--- src/rtl/cmm_sequencer_pkg.sv ---
// Shared constants, state encoding and helpers for the complex matrix-multiply sequencer.
package cmm_sequencer_pkg;

  localparam int MATRIX_DIM = 4;
  localparam int WORD_LEN   = 16;
  localparam int DEF_RD_LAT = 1;
  localparam int DEF_DP_LAT = 2;

  // Selector "state" line values for the two passes of a complex product.
  localparam logic REAL_SET = 1'b0;
  localparam logic IMAG_SET = 1'b1;

  localparam logic PART_REAL = 1'b0;
  localparam logic PART_IMAG = 1'b1;

  typedef enum logic [1:0] {
    ST_IDLE  = 2'd0,
    ST_RUN   = 2'd1,
    ST_DRAIN = 2'd2,
    ST_DONE  = 2'd3
  } state_e;

  function automatic int addrWidth(input int dim);
    return (dim > 1) ? $clog2(dim) : 1;
  endfunction

endpackage

--- src/rtl/cmm_tag_pipe.sv ---
// Stallable delay line of issue tags {valid,row,col,part}, tapped where operands
// reach the selector (RD_LAT) and where results leave the dot-product unit (LAT).
module cmm_tag_pipe #(
  parameter int LAT    = 3,
  parameter int RD_LAT = 1,
  parameter int AW     = 2
) (
  input  logic          clk_i,
  input  logic          rst_ni,
  input  logic          stall_i,
  input  logic          in_valid_i,
  input  logic [AW-1:0] in_row_i,
  input  logic [AW-1:0] in_col_i,
  input  logic          in_part_i,
  output logic          rd_valid_o,
  output logic          rd_part_o,
  output logic          out_valid_o,
  output logic [AW-1:0] out_row_o,
  output logic [AW-1:0] out_col_o,
  output logic          out_part_o,
  output logic          upstream_busy_o
);

  logic [LAT:1]  valid_q, valid_d;
  logic [LAT:1]  part_q, part_d;
  logic [AW-1:0] row_q [1:LAT];
  logic [AW-1:0] row_d [1:LAT];
  logic [AW-1:0] col_q [1:LAT];
  logic [AW-1:0] col_d [1:LAT];

  always_comb begin
    valid_d = valid_q;
    part_d  = part_q;
    row_d   = row_q;
    col_d   = col_q;
    if (!stall_i) begin
      valid_d[1] = in_valid_i;
      part_d[1]  = in_part_i;
      row_d[1]   = in_row_i;
      col_d[1]   = in_col_i;
      for (int k = 2; k <= LAT; k++) begin
        valid_d[k] = valid_q[k-1];
        part_d[k]  = part_q[k-1];
        row_d[k]   = row_q[k-1];
        col_d[k]   = col_q[k-1];
      end
    end
  end

  // Payload is cleared too so every write tag reads zero straight out of reset.
  always_ff @(posedge clk_i) begin
    if (!rst_ni) begin
      valid_q <= '0;
      part_q  <= '0;
      for (int k = 1; k <= LAT; k++) begin
        row_q[k] <= '0;
        col_q[k] <= '0;
      end
    end else begin
      valid_q <= valid_d;
      part_q  <= part_d;
      row_q   <= row_d;
      col_q   <= col_d;
    end
  end

  always_comb begin
    upstream_busy_o = 1'b0;
    for (int k = 1; k < LAT; k++) begin
      upstream_busy_o = upstream_busy_o | valid_q[k];
    end
  end

  assign rd_valid_o  = valid_q[RD_LAT];
  assign rd_part_o   = part_q[RD_LAT];
  assign out_valid_o = valid_q[LAT];
  assign out_row_o   = row_q[LAT];
  assign out_col_o   = col_q[LAT];
  assign out_part_o  = part_q[LAT];

endmodule

--- src/rtl/cmm_sequencer.sv ---
// Sequences real and imaginary passes for every C[i][j] of a complex matrix multiply,
// issuing operand reads and tagging results, with result-sink backpressure.
module cmm_sequencer
  import cmm_sequencer_pkg::*;
#(
  parameter int DIM    = MATRIX_DIM,
  parameter int RD_LAT = DEF_RD_LAT,
  parameter int DP_LAT = DEF_DP_LAT,
  parameter int AW     = addrWidth(DIM)
) (
  input  logic          clk,
  input  logic          rst_n,
  input  logic          start,
  output logic          busy,
  output logic          done,
  output logic          rd_en,
  output logic [AW-1:0] a_row,
  output logic [AW-1:0] b_col,
  output logic          sel_state,
  output logic          dp_sub,
  output logic          wr_en,
  output logic [AW-1:0] wr_row,
  output logic [AW-1:0] wr_col,
  output logic          wr_part,
  input  logic          wr_ready,
  output logic          stall
);

  localparam int LAT = RD_LAT + DP_LAT;
  localparam logic [AW-1:0] LAST_IDX = AW'(DIM - 1);

  state_e        state_q, state_d;
  logic [AW-1:0] i_q, i_d;
  logic [AW-1:0] j_q, j_d;
  logic          part_q, part_d;

  logic          issue;
  logic          lastIssue;
  logic          rdValid;
  logic          rdPart;
  logic          upstreamBusy;

  // Backpressure only bites when a result is actually being presented.
  assign stall     = wr_en & ~wr_ready;
  assign issue     = (state_q == ST_RUN) & ~stall;
  assign lastIssue = (i_q == LAST_IDX) & (j_q == LAST_IDX) & (part_q == PART_IMAG);

  always_ff @(posedge clk) begin
    if (!rst_n) begin
      state_q <= ST_IDLE;
    end else begin
      state_q <= state_d;
    end
  end

  always_comb begin
    state_d = state_q;
    case (state_q)
      ST_IDLE:  if (start) state_d = ST_RUN;
      ST_RUN:   if (issue && lastIssue) state_d = ST_DRAIN;
      ST_DRAIN: if (!upstreamBusy && (!wr_en || wr_ready)) state_d = ST_DONE;
      ST_DONE:  state_d = ST_IDLE;
      default:  state_d = ST_IDLE;
    endcase
  end

  // Part is the fastest counter, then column, then row; all wrap together after the last issue.
  always_comb begin
    i_d    = i_q;
    j_d    = j_q;
    part_d = part_q;
    if (state_q == ST_IDLE) begin
      i_d    = '0;
      j_d    = '0;
      part_d = PART_REAL;
    end else if (issue) begin
      part_d = ~part_q;
      if (part_q == PART_IMAG) begin
        if (j_q == LAST_IDX) begin
          j_d = '0;
          i_d = (i_q == LAST_IDX) ? '0 : i_q + 1'b1;
        end else begin
          j_d = j_q + 1'b1;
        end
      end
    end
  end

  always_ff @(posedge clk) begin
    if (!rst_n) begin
      i_q    <= '0;
      j_q    <= '0;
      part_q <= PART_REAL;
    end else begin
      i_q    <= i_d;
      j_q    <= j_d;
      part_q <= part_d;
    end
  end

  cmm_tag_pipe #(
    .LAT   (LAT),
    .RD_LAT(RD_LAT),
    .AW    (AW)
  ) u_tag_pipe (
    .clk_i          (clk),
    .rst_ni         (rst_n),
    .stall_i        (stall),
    .in_valid_i     (issue),
    .in_row_i       (i_q),
    .in_col_i       (j_q),
    .in_part_i      (part_q),
    .rd_valid_o     (rdValid),
    .rd_part_o      (rdPart),
    .out_valid_o    (wr_en),
    .out_row_o      (wr_row),
    .out_col_o      (wr_col),
    .out_part_o     (wr_part),
    .upstream_busy_o(upstreamBusy)
  );

  // Selector controls follow the tag that is meeting its operand data this cycle.
  always_comb begin
    busy      = (state_q != ST_IDLE);
    done      = (state_q == ST_DONE);
    rd_en     = (state_q == ST_RUN);
    a_row     = i_q;
    b_col     = j_q;
    sel_state = REAL_SET;
    dp_sub    = 1'b0;
    if (rdValid) begin
      sel_state = (rdPart == PART_IMAG) ? IMAG_SET : REAL_SET;
      dp_sub    = (rdPart == PART_REAL);
    end
  end

endmodule

--- config.mk ---
export PLATFORM = sky130hd
export DESIGN_NAME = cmm_sequencer
export DESIGN_NICKNAME = d
export VERILOG_FILES = /design/src/rtl/cmm_sequencer_pkg.sv /design/src/rtl/cmm_tag_pipe.sv /design/src/rtl/cmm_sequencer.sv
export SDC_FILE = /design/constraint.sdc
export NUM_CORES = 1
export LEC_CHECK = 0
export ABC_CLOCK_PERIOD_IN_PS = 1400
export CORE_MARGIN = 5
export CORE_UTILIZATION = 25
export CTS_CLUSTER_DIAMETER = 30
export DETAILED_ROUTE_END_ITERATION = 6
export SETUP_SLACK_MARGIN = 0.3
export SLEW_MARGIN = 25
export SYNTH_ARGS = -nofsm -noshare
export SYNTH_HDL_FRONTEND = slang
export SYNTH_SLANG_ARGS = --single-unit
--- constraint.sdc ---
create_clock -name clk -period 1.4 [get_ports clk]
set_input_delay 0.35 -clock clk [delete_from_list [all_inputs] [get_ports clk]]
set_output_delay 0.35 -clock clk [all_outputs]
set_load 0.01 [all_outputs]
==> impl_metrics.yaml, run 1 <==
run_status:
  status: "finished with violations"
  violations: "setup timing"
yosys:
  synth_nets: 135
  async_flop_share: 0
  synthDistinctLibCells: 23
  synth_most_common_cell: "nand2_1"
  ys_ff_latch: 25
  avgSynthCellArea_sq_um: 8.73
  yosys-top-cells-area: "dfxtp_1 (46%), nand2_1 (13%), a21boi_0 (12%), ha_1 (6.9%), buf_4 (3.4%)"
  netlist_instances: 125
  ys_seq_area_frac: 0.459
  synth_top_area_cell: "dfxtp_1"
  post-synth-top-area-fraction: 0.459
  synth_area_sq_mm: 0.00109
  synth_ff_type: "dfxtp_1"
  synth.top_cells.by_count: "nand2_1 (39), dfxtp_1 (25), a21boi_0 (17)"
  ys.warnings.count: 0
  synth_edf_count: 0
sta:
  relSlewSlack: 0.802
  min_period_ns: 1.41
  clock_skew_ns: 0.00377
  fmax_ghz: 0.708
  tns_ns: -0.0133
  tightest_slew_ns: 0.296
  finalSetupViolCount: 1
  setup_ws_ns: -0.0133
  fin_crit_sh: 1.01
  final_max_slew_viol_count: 0
  grt_setup_unrepaired: "yes"
  hold_viol: 0
global_routing:
  grt_pass1_wl_um: 4320
  overflow: 0
  grt_max_degree: 19
  antenna_found_initial: 0
  globalRouteTotalUtil: 0.0883
  grt_pass1_vias: 1014
floorplan:
  rows: 24
  core_area_sq_mm: 0.00429
  die_x_um: 76.1
  start_util: 0.254
  die-area_sq_mm: 0.00579
  ios: 20
  die_y_um: 76.1
power_and_ir_drop:
  power_density_mw_per_mm2: 1300
  power.total_mw: 2.14
  combPwrFrac: 0.415
  power_frac_seq: 0.389
  netSwitchingFraction: 0.311
  leakagePower_nw: 0.657
  clkPwrFrac: 0.196
  irDropWorstVdd_mv: 0.509
  power_switching_mw: 0.663
  internal_power_mw: 1.47
min_path:
  hold_class: "flip-flop to flip-flop"
clock_network:
  cts_tree: "built"
  clkLatencyLatePin_ns: 0.26
  cts_inserted_buffers: 3
  postCtsHoldBufs: 0
  cts_buffer_depth: 2
  clkSinkCount: 25
  cts-htree-levels: 1
  clk_pin_slew_ns: 0.09
  cts_root_buffer: "clkbuf_8"
placement:
  placed_cell_area_sq_mm: 0.00143
  dpl.hpwl_um: 1660
  io_buffers: 19
  routabilityCongestion: 0.744
critical_path:
  crit_chain: "inv_2, buf_6, ha_4, buf_6, nand4_1, or3_1, a21oi_2"
  crit_top_cell: "buf_6"
  crit_path_start_kind: "flip-flop"
  slowest_stage: "or3_1"
  setup.worst_path.class: "flip-flop to flip-flop"
  worstPathMaxFanout: 4
  crit_family: "simple AND/OR/NAND/NOR gates"
  critical_path.max_stage_delay_ns: 0.36
  critPathBufInv: 3
  worstSetupEndpointType: "flip-flop"
  cp.arrival_ns: 1.61
  crit_required_ns: 1.60
detailed_routing:
  drt-total-wl_um: 2370
  drc: 0
  wl_per_cell_um: 11.3
  route.vias.total: 897
  drt_iter0_markers: 41
  antenna_left: 0
  avgViaCountPerCell: 4.27
  detail_route.first_pass.iterations: 3
finish:
  drive_above_1_share: 0.462
  fin_nets: 169
  diodes: 0
  synthToLayoutAreaGrowth_pct: 50.8
  final_area_sq_mm: 0.00165
flow_run:
  maxCapViolCount: 0
-- logic make-up after synthesis --
group,synth area share
AO/OA/AOI/OAI,0.170
XOR/XNOR,0.00803
adder cells (fa/ha/maj),0.0688
buffers and inverters,0.0757
flip-flops,0.459
multiplexers,0.0275
AND/OR/NAND/NOR,0.192
-- worst reg2reg max path, delay by kind of cell (launching register included) --
kind | cells | cell delay [ns]
DFF | 1 | 0.33
AOI/OAI and AO/OA | 1 | 0.13
adders and majority gates | 1 | 0.13
buffers and inverters | 3 | 0.26
and+or+nand+nor | 2 | 0.49
-- path summary, 6_finish.rpt --
check / slack [ns] / end / start / cells past startpoint
worst max-delay path: -0.01 / a_row[0]$_SDFFE_PP0P_ / state_q[1]$_SDFFE_PN0P_ / 7
worst min-delay path: 0.45 / u_tag_pipe.out_col_o[1]$_SDFFE_PN0N_ / u_tag_pipe.col_q[3]$_SDFFE_PN0N_ / 2
worst max register to register: -0.01 / a_row[0]$_SDFFE_PP0P_ / state_q[1]$_SDFFE_PN0P_ / 7
worst min register to register: 0.45 / u_tag_pipe.out_col_o[1]$_SDFFE_PN0N_ / u_tag_pipe.col_q[3]$_SDFFE_PN0N_ / 2
-- routing by layer --
metal / global-route usage / part of all wire
met5: 0 / 0
met4: 0.0332 / 0.0080
met3: 0.0272 / 0.043
met2: 0.156 / 0.52
met1: 0.0984 / 0.43
-- placed cells by master, fill, tap and decap left out, types with 3 or more instances in the layout --
cell | synthesis | layout
buf_4 | 5 | 13
mux2i_1 | 3 | 3
buf_2 | 3 | 4
nor2_1 | 3 | 3
dfxtp_1 | 25 | 11
dfxtp_2 | 0 | 10
clkbuf_8 | 0 | 3
inv_2 | 1 | 4
buf_6 | 0 | 18
nand2_1 | 39 | 37
dfxtp_4 | 0 | 4
a21boi_0 | 17 | 17
ha_1 | 6 | 3
-- what timing repair did --
item,4_1_cts,5_1_grt
gates resized for setup,102,20
pin swaps,5,3
endpoints found under the setup margin,41,24
buffers inserted,6,0
-- metrics by stage --
step	cells	utilization	hold slack (ns)	setup WS, ns
floorplan	125	-	0.441	0.0700
global placement	200	0.332	0.447	-0.457
detailed placement	200	0.332	0.456	-0.495
CTS	210	0.371	0.463	-0.0125
global route	210	0.383	0.475	-0.0756
finish	210	0.383	0.454	-0.0133
-- area by class of cell --
class                           instances  area, sq um
Clock buffer                            3         41.3
Timing Repair Buffer                   39          369
Inverter                                6         25.0
Multi-Input combinational cell         84          612
Tap cell                               52         65.1
Fill cell                             438         2650
Sequential cell                        25          528
Clock inverter                          1         5.00
-- sequential cells by signal, indices dropped and copies added, names as in the netlist --
| name | cells |
|---|---|
| part_q | 1 |
| u_tag_pipe.out_row_o | 2 |
| a_row | 2 |
| u_tag_pipe.out_col_o | 2 |
| u_tag_pipe.col_q | 4 |
| u_tag_pipe.valid_q | 3 |
| u_tag_pipe.part_q | 3 |
| b_col | 2 |
| state_q | 2 |
| u_tag_pipe.row_q | 4 |
-- power by group through the flow --
| stage | logic (mW) | clock network (mW) | registers, mW |
|---|---|---|---|
| after floorplan | 0.338 | 0 | 0.831 |
| after global placement | 0.650 | 0 | 0.821 |
| after detailed placement | 0.677 | 0 | 0.822 |
| after CTS | 0.870 | 0.433 | 0.823 |
| after global routing | 0.959 | 0.458 | 0.840 |
| final | 0.887 | 0.419 | 0.831 |
(Power assumes the default switching activity.)
==> inputs of run 2 (changes only) <==
Settings changed: CORE_ASPECT_RATIO set to 1.4, GPL_TIMING_DRIVEN set to 0.
==> impl_metrics.yaml, run 2 (same netlist as run 1, synthesis figures left out) <==
run_status:
  status: "finished clean"
power_and_ir_drop:
  internal_power_mw: 1.52
  power.total_mw: 2.27
  irDropWorstVdd_mv: 1.12
  clkPwrFrac: 0.196
  power_frac_seq: 0.384
  leakagePower_nw: 0.752
  power_switching_mw: 0.741
  power_density_mw_per_mm2: 1190
  netSwitchingFraction: 0.327
  combPwrFrac: 0.420
clock_network:
  cts_inserted_buffers: 3
  cts-htree-levels: 1
  clkSinkCount: 25
  cts_tree: "built"
  cts_root_buffer: "clkbuf_8"
  cts_buffer_depth: 2
  clk_pin_slew_ns: 0.09
  clkLatencyLatePin_ns: 0.27
critical_path:
  worstPathMaxFanout: 4
  crit_required_ns: 1.05
  setup.worst_path.class: "flip-flop to primary output"
  cp.arrival_ns: 1.04
  crit_path_start_kind: "flip-flop"
  critical_path.max_stage_delay_ns: 0.40
  crit_chain: "inv_4, ha_4, inv_2, buf_6"
  worstSetupEndpointType: "primary output"
  crit_family: "flip-flops"
  slowest_stage: "dfxtp_4"
  critPathBufInv: 3
detailed_routing:
  avgViaCountPerCell: 4.36
  drc: 0
  antenna_left: 0
  drt-total-wl_um: 2850
  route.vias.total: 990
  detail_route.first_pass.iterations: 4
  wl_per_cell_um: 12.5
  drt_iter0_markers: 18
global_routing:
  globalRouteTotalUtil: 0.0992
  grt_pass1_wl_um: 4460
  grt_max_degree: 16
  gr-usage-met3: 0.0103
  grt_util_met2: 0.192
  grt.busiest_layer: "met2"
  antenna_found_initial: 0
  overflow: 0
  grt_pass1_vias: 1027
  met1_usage: 0.0990
finish:
  final_cell_mix: "buf_6 (22), nand2_1 (21), buf_4 (14)"
  drive_above_1_share: 0.635
  final_common_cell: "buf_6"
  diodes: 0
  fin_nets: 178
  synthToLayoutAreaGrowth_pct: 74.7
  final_area_sq_mm: 0.00191
  reg_top3: "u_tag_pipe.col_q: 4 flops, u_tag_pipe.row_q: 4 flops"
sta:
  tns_ns: 0
  fmax_ghz: 0.718
  tightest_slew_ns: 0.380
  hold_viol: 0
  clock_skew_ns: 0.00322
  finalSetupViolCount: 0
  setup_ws_ns: 0.00752
  min_period_ns: 1.39
  relSlewSlack: 0.746
  fin_crit_sh: 0.995
  final_max_slew_viol_count: 0
  grt_setup_unrepaired: "yes"
floorplan:
  start_util: 0.257
  die-area_sq_mm: 0.00580
  rows: 28
  core_area_sq_mm: 0.00424
  die_x_um: 65.8
  die_y_um: 88.2
  ios: 20
flow_run:
  maxCapViolCount: 0
min_path:
  hold_class: "flip-flop to flip-flop"
placement:
  dp_slack_ns: -0.721
  placed_cell_area_sq_mm: 0.00139
  routabilityCongestion: 0.742
  dpl.hpwl_um: 1700
  io_buffers: 19
-- run 2: changes by cell type in the layout (fill, tap and decap cells not counted), moves of 4 or more --
cell	previous run	this run
a21boi_1	0	9
a21boi_2	0	8
a21boi_0	17	0
buf_6	18	22
nand2_4	0	10
nand2_2	2	8
nand2_1	37	21
-- run 2: worst reg2reg max path, stage by stage (launching register included) --
cell and delay [ns]:
dfxtp_2 0.34, nand2b_4 0.07, buf_4 0.11, buf_6 0.10
buf_6 0.11, nand4_1 0.11, or3_1 0.36, a21oi_2 0.13
-- run 2: what timing repair did --
item / 4_1_cts / 5_1_grt
cloned: 0 / 1
buffers inserted: 14 / 4
hold buffers: 0 / 0
gates resized for setup: 123 / 64
pin swaps: 6 / 9
endpoints found under the setup margin: 41 / 40
-- run 2: layer usage --
metal  wire (um)  vias to the layer above
met5           0                        -
met3          75                        8
met1        1050                      471
met2        1660                       19
li1            -                      492
met4          62                        0
-- run 2: final timing paths --
kind                                                         start  slack, ns  cells after the start                                 to
worst max-delay path                       state_q[0]$_SDFFE_PN0P_      0.008                      4                               busy
worst min register to register   u_tag_pipe.part_q[3]$_SDFFE_PN0N_       0.45                      2  u_tag_pipe.part_q[3]$_SDFFE_PN0N_
worst max register to register  u_tag_pipe.valid_q[3]$_SDFFE_PN0N_      0.008                      7              a_row[0]$_SDFFE_PP0P_
worst min-delay path             u_tag_pipe.part_q[3]$_SDFFE_PN0N_       0.45                      2  u_tag_pipe.part_q[3]$_SDFFE_PN0N_
-- run 2: power by group through the flow --
| stage | registers, mW | logic (mW) | clock network (mW) |
|---|---|---|---|
| floorplan | 0.831 | 0.338 | 0 |
| CTS | 0.858 | 0.732 | 0.459 |
| global route | 0.884 | 1.00 | 0.482 |
| detailed placement | 0.845 | 0.508 | 0 |
| finish | 0.871 | 0.951 | 0.444 |
| global placement | 0.838 | 0.493 | 0 |
-- run 2: cell type report --
| cell class | count | area, sq um |
|---|---|---|
| fillers | 403 | 2330 |
| multi-input cells | 84 | 732 |
| flip-flops and latches | 25 | 536 |
| repair buffers | 38 | 378 |
| plain buffers | 10 | 109 |
| well taps | 60 | 75.1 |
| clock buffers | 3 | 41.3 |
| inverters | 6 | 27.5 |
| clock inverters | 1 | 7.51 |
-- run 2: stage by stage --
stage / utilization / hold slack, ns / instances
floorplan: - / 0.441 / 125
global placement: 0.329 / 0.448 / 204
detailed placement: 0.329 / 0.455 / 204
CTS: 0.390 / 0.459 / 222
global route: 0.450 / 0.463 / 227
finish: 0.450 / 0.447 / 227
==> inputs of run 3 (changes only) <==
Settings changed: ABC_CLOCK_PERIOD_IN_PS 1400 to 1300, CTS_CLUSTER_DIAMETER 30 to 80.
Clock period 1.4 ns to 1.3 ns, I/O delays scaled along.
==> impl_metrics.yaml, run 3 (same netlist as run 1, synthesis figures left out) <==
run_status:
  status: "finished with violations"
  violations: "setup timing"
finish:
  reg_top3: "u_tag_pipe.col_q: 4 flops, u_tag_pipe.row_q: 4 flops"
  final_cell_mix: "buf_6 (29), nand2_1 (24), dfxtp_2 (11), dfxtp_1 (11), a21boi_1 (10)"
  utilization: 0.450
  diodes: 0
  final_common_cell: "buf_6"
  fin_nets: 180
  fin_cells: 229
  synthToLayoutAreaGrowth_pct: 74.8
  drive_above_1_share: 0.621
sta:
  relSlewSlack: 0.814
  finalSetupViolCount: 5
  fin_crit_sh: 1.07
  fmax_ghz: 0.720
  tightest_slew_ns: 0.278
  clock_skew_ns: 0.00707
  hold_viol: 0
  min_period_ns: 1.39
  grt_setup_unrepaired: "yes"
  setup_ws_ns: -0.0882
  final_max_slew_viol_count: 0
  tns_ns: -0.246
  fin_hold_ws_ns: 0.467
floorplan:
  die_x_um: 65.8
  die_y_um: 88.2
  rows: 28
  core_area_sq_mm: 0.00424
  start_util: 0.257
  die-area_sq_mm: 0.00580
  ios: 20
global_routing:
  grt_pass1_wl_um: 4300
  grt_max_degree: 16
  globalRouteTotalUtil: 0.0938
  overflow: 0
  grt_pass1_vias: 1012
  antenna_found_initial: 0
critical_path:
  timing.rr.end: "a_row[0]$_SDFFE_PP0P_"
  worstSetupEndpointType: "flip-flop"
  cp.arrival_ns: 1.59
  crit_required_ns: 1.50
  setup.worst_path.class: "flip-flop to flip-flop"
  r2r_start: "state_q[1]$_SDFFE_PN0P_"
  r2r_slack_ns: -0.09
  crit_path_start_kind: "flip-flop"
  r2r_cells: 6
  worstPathMaxFanout: 3
clock_network:
  clkLatencyLatePin_ns: 0.27
  postCtsHoldBufs: 0
  cts-htree-levels: 1
  clkSinkCount: 25
  cts_tree: "built"
  cts_buffer_depth: 2
  clk_pin_slew_ns: 0.09
  cts_root_buffer: "clkbuf_8"
  cts_inserted_buffers: 3
min_path:
  holdPathEnd: "u_tag_pipe.out_row_o[1]$_SDFFE_PN0N_"
  hold_path_startpoint: "u_tag_pipe.out_row_o[1]$_SDFFE_PN0N_"
  hold_class: "flip-flop to flip-flop"
  hold_path_depth: 2
placement:
  dp_slack_ns: -0.881
  dp_cells: 204
  dpl.hpwl_um: 1670
  io_buffers: 19
  routabilityCongestion: 0.683
detailed_routing:
  avgViaCountPerCell: 4.33
  wl_per_cell_um: 11.6
  route.vias.total: 991
  antenna_left: 0
  detail_route.first_pass.iterations: 4
  drt-total-wl_um: 2660
  drc: 0
  drt_iter0_markers: 17
power_and_ir_drop:
  irDropWorstVdd_mv: 0.513
  power_density_mw_per_mm2: 1220
  leakagePower_nw: 0.760
flow_run:
  maxCapViolCount: 0
## run 3: cell types whose count changed in the layout (fill, tap and decap cells not counted), moves of 2 or more
cell	change
buf_4	-5
dfxtp_2	+4
dfxtp_4	-4
or3_1	-2
nand2_1	+3
nand2_4	-3
buf_6	+7
or3_4	+2
## run 3: cell type report
| type | instances | area [sq um] |
|---|---|---|
| Buffer | 10 | 119 |
| Clock buffer | 3 | 41.3 |
| Clock inverter | 1 | 7.51 |
| Fill cell | 390 | 2330 |
| Inverter | 6 | 30.0 |
| Multi-Input combinational cell | 84 | 696 |
| Sequential cell | 25 | 526 |
| Tap cell | 60 | 75.1 |
| Timing Repair Buffer | 40 | 413 |
## run 3: worst max-delay path by stage
stage                     slack (ns)                      end                          startpoint  depth (start not counted)
after global routing           -0.14    a_row[0]$_SDFFE_PP0P_             state_q[1]$_SDFFE_PN0P_                          6
final                          -0.09    a_row[0]$_SDFFE_PP0P_             state_q[1]$_SDFFE_PN0P_                          6
after global placement         -0.88                    stall                            wr_ready                          6
after detailed placement       -0.88                    stall                            wr_ready                          6
after floorplan               -0.003  state_q[1]$_SDFFE_PN0P_                            wr_ready                          5
after CTS                      -0.05                    stall  u_tag_pipe.valid_q[3]$_SDFFE_PN0N_                          5
## run 3: where the power goes
part           total, mW  internal, mW  switching, mW
Clock              0.467         0.217          0.250
Sequential         0.933         0.846         0.0873
Combinational      0.921         0.505          0.416
## run 3: stage by stage
stage	power, mW	area [sq um]
after floorplan	1.28	1140
after global placement	1.46	1400
after detailed placement	1.48	1400
after CTS	2.15	1720
after global routing	2.46	1910
final	2.32	1910
## run 3: per-layer routing
| layer | GRT usage | share of wire |
|---|---|---|
| met1 | 0.0931 | 0.37 |
| met2 | 0.188 | 0.57 |
| met3 | 0.0128 | 0.038 |
| met4 | 0.0396 | 0.020 |
| met5 | 0 | 0 |
## run 3: worst max-delay path, cell delays in order (launching register included)
cell     delay, ns
dfxtp_4       0.37
inv_4         0.07
ha_4          0.15
buf_6         0.10
nand4_1       0.11
or3_4         0.40
a21oi_2       0.13
## run 3: repair_timing
item	in CTS	in global routing
gates cloned	1	1
gates resized for setup	119	64
endpoints found under the setup margin	41	41
buffers inserted	17	2
pin swaps	6	33
